==> src/rtl/isa_follow_pkg.sv <==
// Shared types and constants for the ISA pipeline shadow tracker.
package isa_follow_pkg;

   localparam int unsigned STAGE_XLEN  = 32;
   localparam int unsigned STAGE_SEQ_W = 8;

   localparam logic [31:0] PC_RESET = 32'h0000_0200;
   localparam logic [31:0] NOP      = 32'h0000_0013;

   typedef struct packed {
      logic [STAGE_XLEN-1:0]  pc;
      logic [STAGE_XLEN-1:0]  insn;
      logic                   valid;
      logic [STAGE_SEQ_W-1:0] seq;
   } stage_t;

endpackage

==> src/rtl/isa_follow_stage.sv <==
// One tracked pipeline slot: loads, holds, or is killed/bubbled per cycle.
module isa_follow_stage
   import isa_follow_pkg::*;
#(
   parameter type   slot_t   = stage_t,
   parameter slot_t RST_SLOT = '0
) (
   input  logic  clk,
   input  logic  rst_n,
   input  logic  load_en,
   input  logic  kill,
   input  logic  force_bubble,
   input  slot_t d,
   output slot_t q
);

   // Kill clears a held or freshly loaded entry; force_bubble only affects a load.
   always_ff @(posedge clk or negedge rst_n) begin
      if (!rst_n) begin
         q <= RST_SLOT;
      end else begin
         if (load_en) q <= d;
         if (kill || (load_en && force_bubble)) q.valid <= 1'b0;
      end
   end

endmodule

==> src/rtl/isa_pipe_tracker.sv <==
// Shadow of the RV12 pipeline from PD to WB with sequence tags and an in-order retire check.
module isa_pipe_tracker
   import isa_follow_pkg::*;
#(
   parameter int unsigned     XLEN         = 32,
   parameter int unsigned     STAGES       = 5,
   parameter int unsigned     STALL_STAGES = 2,
   parameter int unsigned     FLUSH_STAGES = 2,
   parameter int unsigned     SEQ_W        = 8,
   parameter int unsigned     CNT_W        = 32,
   parameter logic [XLEN-1:0] PC_INIT      = XLEN'(PC_RESET)
) (
   input  logic                    clk,
   input  logic                    rst_n,
   input  logic [XLEN-1:0]         if_pc_i,
   input  logic [XLEN-1:0]         if_insn_i,
   input  logic                    if_bubble_i,
   input  logic                    stall_i,
   input  logic                    flush_i,
   output logic [STAGES*XLEN-1:0]  stage_pc_o,
   output logic [STAGES*XLEN-1:0]  stage_insn_o,
   output logic [STAGES-1:0]       stage_valid_o,
   output logic [STAGES*SEQ_W-1:0] stage_seq_o,
   output logic                    retire_valid_o,
   output logic [XLEN-1:0]         retire_pc_o,
   output logic [XLEN-1:0]         retire_insn_o,
   output logic [SEQ_W-1:0]        retire_seq_o,
   output logic [CNT_W-1:0]        retire_cnt_o,
   output logic                    order_err_o
);

   typedef struct packed {
      logic [XLEN-1:0]  pc;
      logic [XLEN-1:0]  insn;
      logic             valid;
      logic [SEQ_W-1:0] seq;
   } slot_t;

   localparam slot_t RST_SLOT = '{pc: PC_INIT, insn: XLEN'(NOP), valid: 1'b0, seq: '0};

   slot_t            slot_d [STAGES];
   slot_t            slot_q [STAGES];
   logic [SEQ_W-1:0] seq_cnt;
   logic [SEQ_W-1:0] committed_seq;
   logic [SEQ_W-1:0] exp_seq;
   logic             commit_mv;

   for (genvar k = 0; k < STAGES; k++) begin : g_stage
      if (k == 0) begin : g_in
         assign slot_d[k] = '{pc: if_pc_i, insn: if_insn_i, valid: ~if_bubble_i, seq: seq_cnt};
      end else begin : g_chain
         assign slot_d[k] = slot_q[k-1];
      end

      isa_follow_stage #(
         .slot_t   (slot_t),
         .RST_SLOT (RST_SLOT)
      ) u_stage (
         .clk          (clk),
         .rst_n        (rst_n),
         .load_en      ((k >= STALL_STAGES) || !stall_i),
         .kill         (flush_i && (k < FLUSH_STAGES)),
         .force_bubble ((flush_i && (k == FLUSH_STAGES)) || (stall_i && (k == STALL_STAGES))),
         .d            (slot_d[k]),
         .q            (slot_q[k])
      );

      assign stage_pc_o[k*XLEN +: XLEN]     = slot_q[k].pc;
      assign stage_insn_o[k*XLEN +: XLEN]   = slot_q[k].insn;
      assign stage_valid_o[k]               = slot_q[k].valid;
      assign stage_seq_o[k*SEQ_W +: SEQ_W]  = slot_q[k].seq;
   end

   // A valid entry leaving the flushable window can no longer be squashed.
   assign commit_mv = slot_q[FLUSH_STAGES-1].valid && !flush_i && !stall_i;

   always_ff @(posedge clk or negedge rst_n) begin
      if (!rst_n) begin
         seq_cnt       <= '0;
         committed_seq <= '1;
      end else begin
         if (commit_mv) committed_seq <= slot_q[FLUSH_STAGES-1].seq;
         if (flush_i) begin
            seq_cnt <= committed_seq + SEQ_W'(1);
         end else if (!stall_i && !if_bubble_i) begin
            seq_cnt <= seq_cnt + SEQ_W'(1);
         end
      end
   end

   assign retire_valid_o = slot_q[STAGES-1].valid;
   assign retire_pc_o    = slot_q[STAGES-1].pc;
   assign retire_insn_o  = slot_q[STAGES-1].insn;
   assign retire_seq_o   = slot_q[STAGES-1].seq;

   // Retire bookkeeping: saturating count and sticky out-of-order flag.
   always_ff @(posedge clk or negedge rst_n) begin
      if (!rst_n) begin
         retire_cnt_o <= '0;
         exp_seq      <= '0;
         order_err_o  <= 1'b0;
      end else if (retire_valid_o) begin
         if (retire_cnt_o != '1) retire_cnt_o <= retire_cnt_o + CNT_W'(1);
         exp_seq <= retire_seq_o + SEQ_W'(1);
         if (retire_seq_o != exp_seq) order_err_o <= 1'b1;
      end
   end

endmodule

==> config.mk <==
export PLATFORM = sky130hd
export DESIGN_NAME = isa_pipe_tracker
export DESIGN_NICKNAME = d
export VERILOG_FILES = /design/src/rtl/isa_follow_pkg.sv /design/src/rtl/isa_follow_stage.sv /design/src/rtl/isa_pipe_tracker.sv
export SDC_FILE = /design/constraint.sdc
export NUM_CORES = 1
export LEC_CHECK = 0
export CORE_AREA = 5 5 209 211
export CTS_CLUSTER_SIZE = 40
export DETAILED_ROUTE_END_ITERATION = 8
export DIE_AREA = 0 0 214 216
export GPL_TIMING_DRIVEN = 0
export PLACE_DENSITY = 0.66
export REMOVE_ABC_BUFFERS = 1
export SYNTH_ARGS = -nofsm -noshare
export SYNTH_HDL_FRONTEND = slang
export SYNTH_SLANG_ARGS = --single-unit
==> constraint.sdc <==
create_clock -name clk -period 4.6 [get_ports clk]
set_input_delay 0.92 -clock clk [delete_from_list [all_inputs] [get_ports clk]]
set_output_delay 0.92 -clock clk [all_outputs]
set_load 0.05 [all_outputs]
==> impl_metrics.json <==
{
  "worstSetupStartpointType": "register",
  "maximum_number_of_pins_on_one_net_before_global_route_repair": 124,
  "synth_cell_type_count": 41,
  "syn_area_um2": 14320,
  "syn_inst": 873,
  "cts.repair.resized": 0,
  "cts_inserted_buffers": 45,
  "final_layout_size_suffix_gt1_share_pct": 18.69,
  "detailedRoute.firstIterationViolations": 380,
  "sequential_element_share_of_the_synthesized_area_pct": 73.97,
  "cellLeakagePower_nw": 9.014,
  "power.share.sequential_pct": 38.3,
  "nFillCells": 3446,
  "path_delay_family": "buffers and inverters",
  "timing.critical_path.slowest_stage_cell": "sky130_fd_sc_hd__clkdlybuf4s50_1",
  "route.detailed.drc": 0,
  "grt-ovfl-total": 0,
  "power.internal_mw": 7.743,
  "layout_common_cells": "sky130_fd_sc_hd__clkdlybuf4s50_1 (537), sky130_fd_sc_hd__dfrtp_1 (394), sky130_fd_sc_hd__mux2_2 (155)",
  "tritoncts_num_sinks": 422,
  "vdd.ir_drop.worst_mv": 0.3582,
  "ios": 540,
  "totalWireLength_um": 38460,
  "clkTransAtPathRegs_ns": 0.06,
  "grt_util_met1_pct": 19.49,
  "critPathArrivalTime_ns": 2.37,
  "global_route.peak_usage_layer": "met2",
  "global_route.usage.met3_pct": 6.488,
  "starting_utilization_of_the_core_area_pct": 34.46,
  "synth_area_per_cell_um2": 16.41,
  "coreArea_um2": 41570,
  "worstPathCellList": "clkdlybuf4s50_1",
  "num-nets-final": 1439,
  "worstPathRequired_ns": 3.68,
  "grt_pass1_wl_um": 59740,
  "timing.final.crit_period_ns": 3.287,
  "run_status": "completed",
  "clock_tree_from_tritoncts": "yes",
  "floorplan.rows": 75,
  "total_number_of_vias": 8700,
  "clock_power_share_pct": 29.5,
  "clock-skew-final_ns": 0.008500,
  "worst_path_max_stage_delay_ns": 0.95,
  "detail_route.vias_per_cell": 4.480,
  "critical_path_peak_fanout": 23,
  "drt-wirelength-per-cell_um": 19.81,
  "p_comb_share_pct": 32.3,
  "cp_num_buf_inv": 1,
  "total_setup_buffers_inserted_after_cts": 0,
  "drt-pass1-iter-count": 4,
  "placement.io_buffers": 539,
  "htree_num_levels": 2,
  "cts_hold_repair.buffers": 0,
  "most_common_cell_after_layout_fill_and_taps_aside": "sky130_fd_sc_hd__clkdlybuf4s50_1",
  "finish_stage_setup_viols": 0,
  "worst_skew_pair.late_latency_ns": 0.55,
  "worstMarginPinSlew_ns": 0.8908,
  "hold_class": "register to register",
  "clk_path_buf_depth": 3,
  "p_sw_mw": 4.565,
  "grt_usage_pct": 16.45,
  "final-max-slew-violation-count": 0,
  "timing.setup.tns_ns": 0,
  "holdWs_ns": 0.3641,
  "max_cap_violations": 0,
  "pwr_density_cell_nw_per_um2": 575.8,
  "critical_path_class": "register to output pin",
  "number_of_antenna_violations_at_the_first_check_in_global_routing": 1,
  "ctsRootBufferMaster": "sky130_fd_sc_hd__clkbuf_16",
  "setup.worst_path.end_class": "output pin",
  "syn2layout_area_growth_pct": 49.23,
  "gpl.final_weighted_congestion": 0.8122,
  "ys_seq_elements": 422,
  "antenna_left": 0,
  "die-width_um": 214,
  "design.die.area_um2": 46220,
  "synth_warnings": 0,
  "die_height_um": 216,
  "min_period_over_period_pct": 71.45,
  "grt_pass1_vias": 9474,
  "gr_layer_usage_met2_pct": 27.79,
  "fmaxAchievable_mhz": 304.3,
  "total_half_perimeter_wirelength_after_legalization_and_detailed_placement_um": 28580,
  "grt_setup_unrepaired": "no",
  "timing.slew.headroom_pct": 40.43,
  "power_switching_share_pct": 37.09,
  "fin_util_pct": 51.42,
  "finalHoldViolations": 0
}
power groups by stage:
stage / combinational, mW / clock [mW] / sequential, mW
2_1_floorplan: 0.321 / 0 / 6.78
3_3_place_gp: 4.02 / 0 / 4.77
3_5_place_dp: 4.00 / 0 / 4.79
4_1_cts: 4.01 / 3.75 / 4.73
5_1_grt: 4.09 / 3.91 / 4.80
6_report: 3.97 / 3.63 / 4.71
worst paths after layout:
path	from	to	slack (ns)	cells after the start
max in group asynchronous	rst_n	g_stage[3].u_stage.q[10]	2.69	3
worst max register to register	g_stage[4].u_stage.q[8]	retire_cnt_o[14]	1.97	5
worst max-delay path	g_stage[4].u_stage.q[8]	retire_valid_o	1.31	1
min in group asynchronous	rst_n	retire_cnt_o[25]	0.37	1
worst min register to register	g_stage[2].u_stage.q[9]	g_stage[3].u_stage.q[9]	0.36	0
worst min-delay path	g_stage[2].u_stage.q[9]	g_stage[3].u_stage.q[9]	0.36	0
layout make-up:
cell class	count	area, um^2	area share (%)
Antenna cell	1	2.502	0.01171
Multi-Input combinational cell	351	3068	14.35
Sequential cell	422	10600	49.57
Inverter	4	15.01	0.07024
Clock inverter	12	157.7	0.7375
Clock buffer	70	1351	6.322
Timing Repair Buffer	543	5512	25.78
Tap cell	539	674.4	3.155
cells in the mapped netlist, drive strengths merged:
cell | number | area share (%)
a31oi | 2 | 0.087
ha | 3 | 0.26
dfstp | 28 | 5.1
clkbuf | 17 | 0.45
and3 | 7 | 0.31
inv | 4 | 0.10
o41ai | 1 | 0.061
a21boi | 2 | 0.10
buf | 79 | 4.1
o311ai | 1 | 0.061
mux2 | 156 | 12
or3b | 1 | 0.061
xor2 | 25 | 1.5
nand4 | 12 | 0.52
nand2b | 1 | 0.044
nand3b | 2 | 0.10
o21ai | 3 | 0.10
xnor2 | 30 | 1.8
nor4 | 3 | 0.13
nand3 | 22 | 0.77
a21oi | 11 | 0.38
nor2 | 19 | 0.50
o211a | 1 | 0.070
o31ai | 1 | 0.052
dfrtp | 394 | 69
nand2 | 18 | 0.52
or3 | 1 | 0.044
or4 | 1 | 0.079
o22ai | 1 | 0.044
nor3 | 7 | 0.24
o21a | 1 | 0.052
and2 | 3 | 0.13
and4 | 4 | 0.24
mux2i | 6 | 0.42
nor3b | 5 | 0.26
nand4b | 1 | 0.061
cell families (layout without fill, tap and decap cells):
family          after synthesis  in the layout  synth area share, %
flops                       422            422                73.97
buf+inv                     100            629                4.647
fa+ha+maj                     3              3               0.2621
mux                         162            162                12.71
other cells                   0              1                    0
simple gates                107            107                4.027
compound gates               24             24                1.022
xor+xnor                     55             55                3.363
flip-flops by register name (all words and copies together) (netlist names):
| register | cells |
|---|---|
| order_err_o | 1 |
| committed_seq | 8 |
| seq_cnt | 8 |
| g_stage.u_stage.q | 365 |
| exp_seq | 8 |
| retire_cnt_o | 32 |
stage by stage:
stage          instance area [um^2]  power [mW]  instances  setup slack, ns
4_1_cts                       21370       12.49       1941            1.252
5_1_grt                       21380       12.80       1942            1.164
3_5_place_dp                  19860       8.785       1859            1.012
6_report                      21380       12.31       1942            1.313
2_1_floorplan                 13670       7.104        777            1.938
3_3_place_gp                  19740       8.787       1855           -15.61
layer usage:
layer  wire (um)  vias to the layer above
li1            -                     3907
met1       15010                     4417
met2       19380                      320
met3        3251                       56
met4         822                        0
met5           0                        -
Note: power is estimated with default switching activity, not from simulation.
